### src/rtl/hazard_scoreboard_if.sv
// hazard_scoreboard_if: ID-stage operand/destination info in, stall decision out
interface hazard_scoreboard_if #(parameter int REG_AW = 5);
    logic              id_valid;
    logic [REG_AW-1:0] id_rs1;
    logic [REG_AW-1:0] id_rs2;
    logic              id_rs1_use;
    logic              id_rs2_use;
    logic              id_use_in_id;
    logic [REG_AW-1:0] id_rd;
    logic              id_reg_write;
    logic [1:0]        id_lat_class;
    logic              flush;
    logic              stall;
    logic [1:0]        stall_cause;
    modport master (
        output id_valid, id_rs1, id_rs2, id_rs1_use, id_rs2_use, id_use_in_id,
               id_rd, id_reg_write, id_lat_class, flush,
        input  stall, stall_cause
    );
    modport slave (
        input  id_valid, id_rs1, id_rs2, id_rs1_use, id_rs2_use, id_use_in_id,
               id_rd, id_reg_write, id_lat_class, flush,
        output stall, stall_cause
    );
endinterface

### src/rtl/hazard_scoreboard.sv
// hazard_scoreboard: per-register forwarding countdown that stalls ID until operands are reachable
// Optional WAW ordering stall is enabled by defining HAZARD_WAW_CHECK_EN.
module hazard_scoreboard #(
    parameter int REG_AW   = 5,
    parameter int LAT_LOAD = 1,
    parameter int LAT_MUL  = 3,
    parameter int CNT_W    = 3,
    parameter int PERF_W   = 32
) (
    input  logic                 clk,
    input  logic                 rstn,
    hazard_scoreboard_if.slave   id,
    output logic [2**REG_AW-1:0] pending,
    output logic [PERF_W-1:0]    stall_cycles
);
    localparam int NREG = 2**REG_AW;

    logic [CNT_W-1:0] cnt     [NREG];
    logic [CNT_W-1:0] cnt_nxt [NREG];
    logic [CNT_W-1:0] lat1, c1, c2;
    logic             u1, u2, raw_ex, raw_id, waw, issue;

    // Counter value loaded at issue: cycles until the result reaches the forwarding point
    assign lat1 = id.id_lat_class == 2'd0 ? CNT_W'(1) :
                  id.id_lat_class == 2'd1 ? CNT_W'(LAT_LOAD + 1) : CNT_W'(LAT_MUL + 1);

    assign c1 = cnt[id.id_rs1];
    assign c2 = cnt[id.id_rs2];
    assign u1 = id.id_rs1_use & (id.id_rs1 != '0);
    assign u2 = id.id_rs2_use & (id.id_rs2 != '0);

    // EX consumers can catch a value one cycle later than ID consumers
    assign raw_ex = ~id.id_use_in_id & ((u1 & (c1 > CNT_W'(1))) | (u2 & (c2 > CNT_W'(1))));
    assign raw_id =  id.id_use_in_id & ((u1 & (c1 != '0)) | (u2 & (c2 != '0)));

`ifdef HAZARD_WAW_CHECK_EN
    logic [CNT_W-1:0] cd;
    assign cd  = cnt[id.id_rd];
    assign waw = id.id_valid & id.id_reg_write & (id.id_rd != '0) & (cd > lat1);
`else
    assign waw = 1'b0;
`endif

    assign id.stall       = id.id_valid & ~id.flush & (raw_ex | raw_id | waw);
    assign id.stall_cause = ~id.stall ? 2'd0 : raw_id ? 2'd2 : raw_ex ? 2'd1 : 2'd3;
    assign issue          = id.id_valid & ~id.flush & ~id.stall;

    // Next countdown: a fresh issue overrides the decrement; x0 stays at zero
    always_comb begin
        for (int r = 0; r < NREG; r++) begin
            cnt_nxt[r] = r == 0 ? '0 :
                         (issue & id.id_reg_write & (id.id_rd == REG_AW'(r))) ? lat1 :
                         cnt[r] != '0 ? cnt[r] - CNT_W'(1) : cnt[r];
        end
    end

    // Countdown state, registered pending mirror and saturating stall counter
    always_ff @(posedge clk or negedge rstn) begin
        if (!rstn) begin
            for (int r = 0; r < NREG; r++) cnt[r] <= '0;
            pending      <= '0;
            stall_cycles <= '0;
        end else begin
            for (int r = 0; r < NREG; r++) begin
                cnt[r]     <= cnt_nxt[r];
                pending[r] <= cnt_nxt[r] != '0;
            end
            if (id.stall && !(&stall_cycles)) stall_cycles <= stall_cycles + PERF_W'(1);
        end
    end
endmodule

### src/flat_wrapper.sv
// flat-port wrapper written by rule: the top's interface ports become plain ports
module hazard_scoreboard_flat 
#(
    parameter int REG_AW   = 5,
    parameter int LAT_LOAD = 1,
    parameter int LAT_MUL  = 3,
    parameter int CNT_W    = 3,
    parameter int PERF_W   = 32
)
  (clk, rstn, pending, stall_cycles, id_id_valid, id_id_rs1, id_id_rs2, id_id_rs1_use, id_id_rs2_use, id_id_use_in_id, id_id_rd, id_id_reg_write, id_id_lat_class, id_flush, id_stall, id_stall_cause);
  hazard_scoreboard_if #(.REG_AW(REG_AW)) id_i ();
  input  logic clk;
  input  logic rstn;
  output logic [2**REG_AW-1:0] pending;
  output logic [PERF_W-1:0] stall_cycles;
  input wire logic [$bits(id_i.id_valid)-1:0] id_id_valid;
  input wire logic [$bits(id_i.id_rs1)-1:0] id_id_rs1;
  input wire logic [$bits(id_i.id_rs2)-1:0] id_id_rs2;
  input wire logic [$bits(id_i.id_rs1_use)-1:0] id_id_rs1_use;
  input wire logic [$bits(id_i.id_rs2_use)-1:0] id_id_rs2_use;
  input wire logic [$bits(id_i.id_use_in_id)-1:0] id_id_use_in_id;
  input wire logic [$bits(id_i.id_rd)-1:0] id_id_rd;
  input wire logic [$bits(id_i.id_reg_write)-1:0] id_id_reg_write;
  input wire logic [$bits(id_i.id_lat_class)-1:0] id_id_lat_class;
  input wire logic [$bits(id_i.flush)-1:0] id_flush;
  output wire logic [$bits(id_i.stall)-1:0] id_stall;
  output wire logic [$bits(id_i.stall_cause)-1:0] id_stall_cause;
  assign id_i.id_valid = id_id_valid;
  assign id_i.id_rs1 = id_id_rs1;
  assign id_i.id_rs2 = id_id_rs2;
  assign id_i.id_rs1_use = id_id_rs1_use;
  assign id_i.id_rs2_use = id_id_rs2_use;
  assign id_i.id_use_in_id = id_id_use_in_id;
  assign id_i.id_rd = id_id_rd;
  assign id_i.id_reg_write = id_id_reg_write;
  assign id_i.id_lat_class = id_id_lat_class;
  assign id_i.flush = id_flush;
  assign id_stall = id_i.stall;
  assign id_stall_cause = id_i.stall_cause;
  hazard_scoreboard #(.REG_AW(REG_AW), .LAT_LOAD(LAT_LOAD), .LAT_MUL(LAT_MUL), .CNT_W(CNT_W), .PERF_W(PERF_W)) u_core (.clk(clk), .rstn(rstn), .id(id_i), .pending(pending), .stall_cycles(stall_cycles));
endmodule
### config.mk
export PLATFORM = sky130hd
export DESIGN_NAME = hazard_scoreboard_flat
export DESIGN_NICKNAME = d
export VERILOG_FILES = /design/src/rtl/hazard_scoreboard_if.sv /design/src/rtl/hazard_scoreboard.sv /design/src/flat_wrapper.sv
export SDC_FILE = /design/constraint.sdc
export NUM_CORES = 1
export LEC_CHECK = 0
export BUFFER_PORTS_ARGS = -buffer_cell sky130_fd_sc_hd__buf_2
export CAP_MARGIN = 20
export CORE_MARGIN = 1
export CORE_UTILIZATION = 51
export CTS_CLUSTER_DIAMETER = 120
export DETAILED_ROUTE_END_ITERATION = 8
export PLACE_DENSITY = 0.7
export SLEW_MARGIN = 20
export SYNTH_ARGS = -nofsm -noshare
export SYNTH_HDL_FRONTEND = slang
export SYNTH_SLANG_ARGS = --single-unit
### constraint.sdc
create_clock -name clk -period 4.7 [get_ports clk]
set_input_delay 0.94 -clock clk [delete_from_list [all_inputs] [get_ports clk]]
set_output_delay 0.94 -clock clk [all_outputs]
set_load 0.01 [all_outputs]
Word-level counts from Yosys, hierarchy flattened. Cells that the tools add are included.

Bits in registers: 156. Bits of input ports: 25. Output and inout port bits: 67.

$add $sub $neg: 32. Order comparisons: 4. Equality and inequality tests: 32. Muxes and demuxes: 73. Bitwise logic cells: 51. Reductions and logical operators: 70.

Operator list (count): two-way mux 3 bit (68); nonzero test 3 bit (64); subtractor 3 x 1 -> 3 bit (second input constant) (31); equality test 5 bit (second input constant) (16); bitwise AND 1 bit (43); equality test 5 x 4 -> 1 bit (second input constant) (8); adder 32 x 1 -> 32 bit (second input constant) (1); AND reduction 32 bit (1); binary-select mux 3 bit (select 5 bit) (2); equality test 5 x 3 -> 1 bit (second input constant) (4); >= comparator 6 bit (second input constant) (2); inverter 5 -> 6 bit (2); equality test 5 x 2 -> 1 bit (second input constant) (2); nonzero test 5 bit (2); greater-than comparator 3 x 1 -> 1 bit (second input constant) (2); two-way mux 2 bit (3); equality test 5 x 1 -> 1 bit (second input constant) (1); inverter 1 bit (3); OR 1 bit (3); equality test 2 x 1 -> 1 bit (second input constant) (1); logical NOT 2 bit (1); logical AND 1 bit (1); logical NOT 1 bit (1).

Longest topological paths before layout.
Word-level depth: 16. Depth in mapped cells: 14. Mapped depth without buffers: 8.

Worst setup path before layout. Ideal clock, no wire load.

Kind: input to output. From: input port id_id_rs2[1]. To: output port id_stall. Data arrival time: 2988 ps. Path slack: 772 ps. Cell stages on the path: 11. Buffers on the path: 4. Cells stage by stage: buf_2 -> buf_4 -> buf_2 -> mux4_2 -> nor2_1 -> o31ai_1 -> and3_1 -> a31o_1 -> a211oi_2 -> buf_2 -> nor2_1.

Longest elaborated chain between the ends: 10. Elaborated cells between the ends (all ways): 16. Classes of those cells: 1 x order compare; 3 x mux; 10 x bitwise; 2 x reduce/logical.

Ends and longest elaborated chain: start, declared (RTL line flat_wrapper.sv:18) `input wire logic [$bits(id_i.id_rs2)-1:0] id_id_rs2;`; inverter 5 -> 6 bit (not written as such) (RTL line hazard_scoreboard.sv:28) `assign c2 = cnt[id.id_rs2];`; binary-select mux 3 bit (select 5 bit) (RTL line hazard_scoreboard.sv:28); two-way mux 3 bit (not written as such) (2 in a row) (RTL line hazard_scoreboard.sv:28); greater-than comparator 3 x 1 -> 1 bit / nonzero test 3 bit (equally long branches) (RTL line hazard_scoreboard.sv:33, hazard_scoreboard.sv:34); bitwise AND 1 bit (on tied branches) (RTL line hazard_scoreboard.sv:33, hazard_scoreboard.sv:34); OR 1 bit (on tied branches) (RTL line hazard_scoreboard.sv:33, hazard_scoreboard.sv:34); bitwise AND 1 bit (on tied branches) (RTL line hazard_scoreboard.sv:33, hazard_scoreboard.sv:34); OR 1 bit (*) (RTL line hazard_scoreboard.sv:44) `assign id.stall = id.id_valid & ~id.flush & (raw_ex | raw_id | waw);`; bitwise AND 1 bit (*) (RTL line hazard_scoreboard.sv:44); end, declared (RTL line flat_wrapper.sv:26) `output wire logic [$bits(id_i.stall)-1:0] id_stall;`.

Every way passes the cells marked *; elsewhere a longest branch is shown, timed or not. The select of a mux whose other input is x is not followed.

Final worst setup path.
From: input port id_id_rs2[0]. To: output port id_stall_cause[0].

Longest elaborated chain between the ends: 11. Elaborated cells between the ends (all ways): 18. Classes of those cells: 1 x order compare; 5 x mux; 10 x bitwise; 2 x reduce/logical.

Ends and longest elaborated chain: inverter 5 -> 6 bit (not written as such) (RTL line hazard_scoreboard.sv:28); binary-select mux 3 bit (select 5 bit) (RTL line hazard_scoreboard.sv:28); two-way mux 3 bit (not written as such) (2 in a row) (RTL line hazard_scoreboard.sv:28); greater-than comparator 3 x 1 -> 1 bit / nonzero test 3 bit (equally long branches) (RTL line hazard_scoreboard.sv:33, hazard_scoreboard.sv:34); bitwise AND 1 bit (on tied branches) (RTL line hazard_scoreboard.sv:33, hazard_scoreboard.sv:34); OR 1 bit (on tied branches) (RTL line hazard_scoreboard.sv:33, hazard_scoreboard.sv:34); bitwise AND 1 bit (on tied branches) (RTL line hazard_scoreboard.sv:33, hazard_scoreboard.sv:34); OR 1 bit (RTL line hazard_scoreboard.sv:44); bitwise AND 1 bit (RTL line hazard_scoreboard.sv:44); two-way mux 2 bit (*) (RTL line hazard_scoreboard.sv:45) `assign id.stall_cause = ~id.stall ? 2'd0 : raw_id ? 2'd2 : raw_ex ? 2'd1 : 2'd3;`; end, declared (RTL line flat_wrapper.sv:27) `output wire logic [$bits(id_i.stall_cause)-1:0] id_stall_cause;`.

Marked as above.

==> impl_metrics.ini <==
[timing]
final.period_utilization_pct = 88.3
rsz0062_at_grt = false
relSlewSlack_pct = 41.7
hold_viol = 0
fmax_mhz = 241
timing.final.crit_period_ns = 4.15
skew_ns = 0.0114
drv_slew = 0
setup_viol = 0
fin_tns_setup_ns = 0
tightest_slew_ns = 0.875

[cells_and_area]
finalNetCount = 1243
multi_input_area_um2 = 5830
final_util_pct = 58.4
fill_cells = 1716
drive_above_1_share_pct = 17.9
regArea_um2 = 3900
areaGrowthSynthToFinish_pct = 12.2

[critical_path]
cp-start-kind = input port
path_cells = buf_2, or4_1, o21ai_1, a311o_1, or4_1, nand3_1, nor2_1, nor3_1, buf_2
rr_endpoint = u_core.cnt[2]
reg2reg_setup_slack_ns = 1.17
timing.rr.start = u_core.cnt[51]
worstSetupPathType = in -> out
cp_slowest_cell = or4_1
ff2ff_path_depth = 9
crit_fanout = 28
critPathRequiredTime_ns = 3.76
max_stage_delay_ns = 0.50
endpoint_kind = primary output
cp.arrival_ns = 3.21

[routing]
avgRoutedWirePerCell_um = 18.1
drtAntennaViolNets = 0
drcViolationCount = 0
drt_wl_total_um = 25600
viasPerCell = 5.70
first_iter_violations = 593
vias = 8033
first_pass_iters = 7

[global_route]
grt_pass1_wl_um = 41900
grt_start_max_net_pins = 95
overflow = 0
grt_pass1_vias = 7937
antenna_found_initial = 4
gr-usage-met1_pct = 33.4
busiest_layer = met2
grtUsageTotal_pct = 25.3
grt_use_met2_pct = 41.0
grtUsageMet3_pct = 4.45

[clocking]
hold_buffers = 0
cts_tree = done
clk_path_buf_depth = 2
htree_num_levels = 4
clkLatencyLatePin_ns = 0.44
cts_root_buf = clkbuf_16
cts-resized-gates = 0
post_cts_buffers = 0
cts.sinks = 156
cts_buffers = 17
clkTransAtPathRegs_ns = 0.07

[worst_hold_path]
hp-start = u_core.stall_cycles[8]
hold_depth = 1
worstHoldPathType = reg -> reg
holdPathEnd = u_core.stall_cycles[8]

[yosys]
ys.flop_type = dfrtp_1
yosysTopAreaCell = dfrtp_1
ys_ff_latch = 156
synthArstFlopShare_pct = 100
synth_enable_flop_cells = 0
synth_cell_types = 64
synth_area_um2 = 10500
yosys.area.top_type_share_pct = 37.2
synth_area_leaders = dfrtp_1, ha_1, mux2i_1, inv_1, mux4_2
yosysWarnings = 0
avgSynthCellArea_um2 = 9.96
syn_inst = 1053
synth_nets = 1172
yosysSeqAreaShare_pct = 37.2

[placement]
io_buffers = 90
routabilityCongestion = 0.915
hpwl_um = 18300

[floorplan]
die_area_um2 = 21100
floorplan.core_area_um2 = 20200
ioPinCount = 92
die_h_um = 145
die_w_um = 145
initial_core_util_pct = 52.0
num_rows = 52

[status]
status = complete, no violations

[pwr]
power_density_nw_per_um2 = 570
leakage_uw = 0.00548
vdd_drop_max_mv = 0.273

[flow_run]
max_cap_viol_count = 0
-- critical path: cells and delay by family --
| kind | cells | cell delay (ns) |
|---|---|---|
| and+or+nand+nor | 5 | 1.20 |
| buffers and inverters | 2 | 0.61 |
| AOI/OAI and AO/OA | 2 | 0.44 |
-- cells in the final DEF, fill, tap and decap left out, types with 9 or more instances in the layout --
cell | Yosys | routed
dfrtp_1 | 156 | 156
inv_1 | 143 | 143
ha_1 | 94 | 94
buf_2 | 12 | 89
mux2i_1 | 72 | 72
nor2_1 | 62 | 62
nand2_1 | 46 | 46
a21oi_1 | 40 | 40
nand3_1 | 39 | 39
xor2_1 | 32 | 32
mux2_2 | 29 | 29
xnor2_1 | 29 | 29
or3_1 | 27 | 27
a31oi_1 | 21 | 21
or4_1 | 19 | 19
nor3_1 | 18 | 18
nand4_1 | 18 | 18
o21ai_0 | 17 | 17
nor3b_1 | 17 | 17
clkbuf_16 | 0 | 17
mux4_2 | 16 | 16
nand3b_1 | 16 | 16
and3_1 | 11 | 11
nor4_4 | 9 | 9
-- routing by layer --
layer	vias to the layer above	wire length [um]
li1	3802	-
met1	3934	11200
met2	250	12100
met3	45	1570
met4	2	703
met5	-	13
-- state kept, by name, indices dropped and copies added, names as in the netlist --
signal and cells:
u_core.pending 31, u_core.stall_cycles 32, u_core.cnt 93
-- per-stage QoR --
step           instance area, um^2  hold slack, ns  setup WS, ns  std cells  total power [uW]
2_1_floorplan                10500           0.518         0.772       1053              4420
3_3_place_gp                 11100           0.475         0.432       1375              5150
3_5_place_dp                 11100           0.481         0.378       1375              5250
4_1_cts                      11800           0.493         0.567       1407              6740
5_1_grt                      11800           0.505         0.368       1410              7250
6_report                     11800           0.491         0.552       1410              6710
-- kinds of logic (layout without fill, tap and decap cells) --
| family | Yosys count | in the layout | synth area share [%] |
|---|---|---|---|
| and+or+nand+nor | 318 | 318 | 18.4 |
| buffers and inverters | 190 | 274 | 7.27 |
| DFF | 156 | 156 | 37.2 |
| muxes | 125 | 125 | 14.4 |
| AOI/OAI and AO/OA | 108 | 108 | 6.44 |
| adders and majority gates | 94 | 94 | 11.2 |
| xor gates and xnor gates | 61 | 61 | 5.09 |
| other | 1 | 4 | 0.0358 |
-- Yosys cell counts, types with 9 or more instances --
cell,number
dfrtp_1,156
nor3_1,18
mux2i_1,72
xnor2_1,29
clkbuf_1,24
mux4_2,16
nor3b_1,17
a21oi_1,40
or4_1,19
nor2_1,62
ha_1,94
nand3b_1,16
a31oi_1,21
and3_1,11
nand2_1,46
o21ai_0,17
nand4_1,18
or3_1,27
buf_2,12
nand3_1,39
xor2_1,32
mux2_2,29
nor4_4,9
inv_1,143
-- worst max path at each step --
stage                       startpoint                end  slack (ns)  cells after the start
final                     id_id_rs2[0]  id_stall_cause[0]        0.55                      9
after global routing      id_id_rs1[0]           id_stall        0.37                      9
after CTS                 id_id_rs2[1]           id_stall        0.57                      9
after detailed placement  id_id_rs2[1]      u_core.cnt[2]        0.38                     11
after global placement    id_id_rs2[0]      u_core.cnt[2]        0.43                      9
after floorplan           id_id_rs2[1]           id_stall        0.77                     11
-- cell type report --
class / count / share of cell area [%]
tap: 270 / 2.87
multi-input combinational: 707 / 49.5
inverter: 143 / 4.56
sequential: 156 / 33.2
clock inverter: 15 / 1.68
antenna: 3 / 0.0638
clock buffer: 17 / 3.61
timing repair buffer: 99 / 4.56
-- report_power, final --
part           internal, uW  switching (uW)
combinational          1380            1660
clock                   770             674
sequential             1790             442
Power figures use the tool's default switching activity.
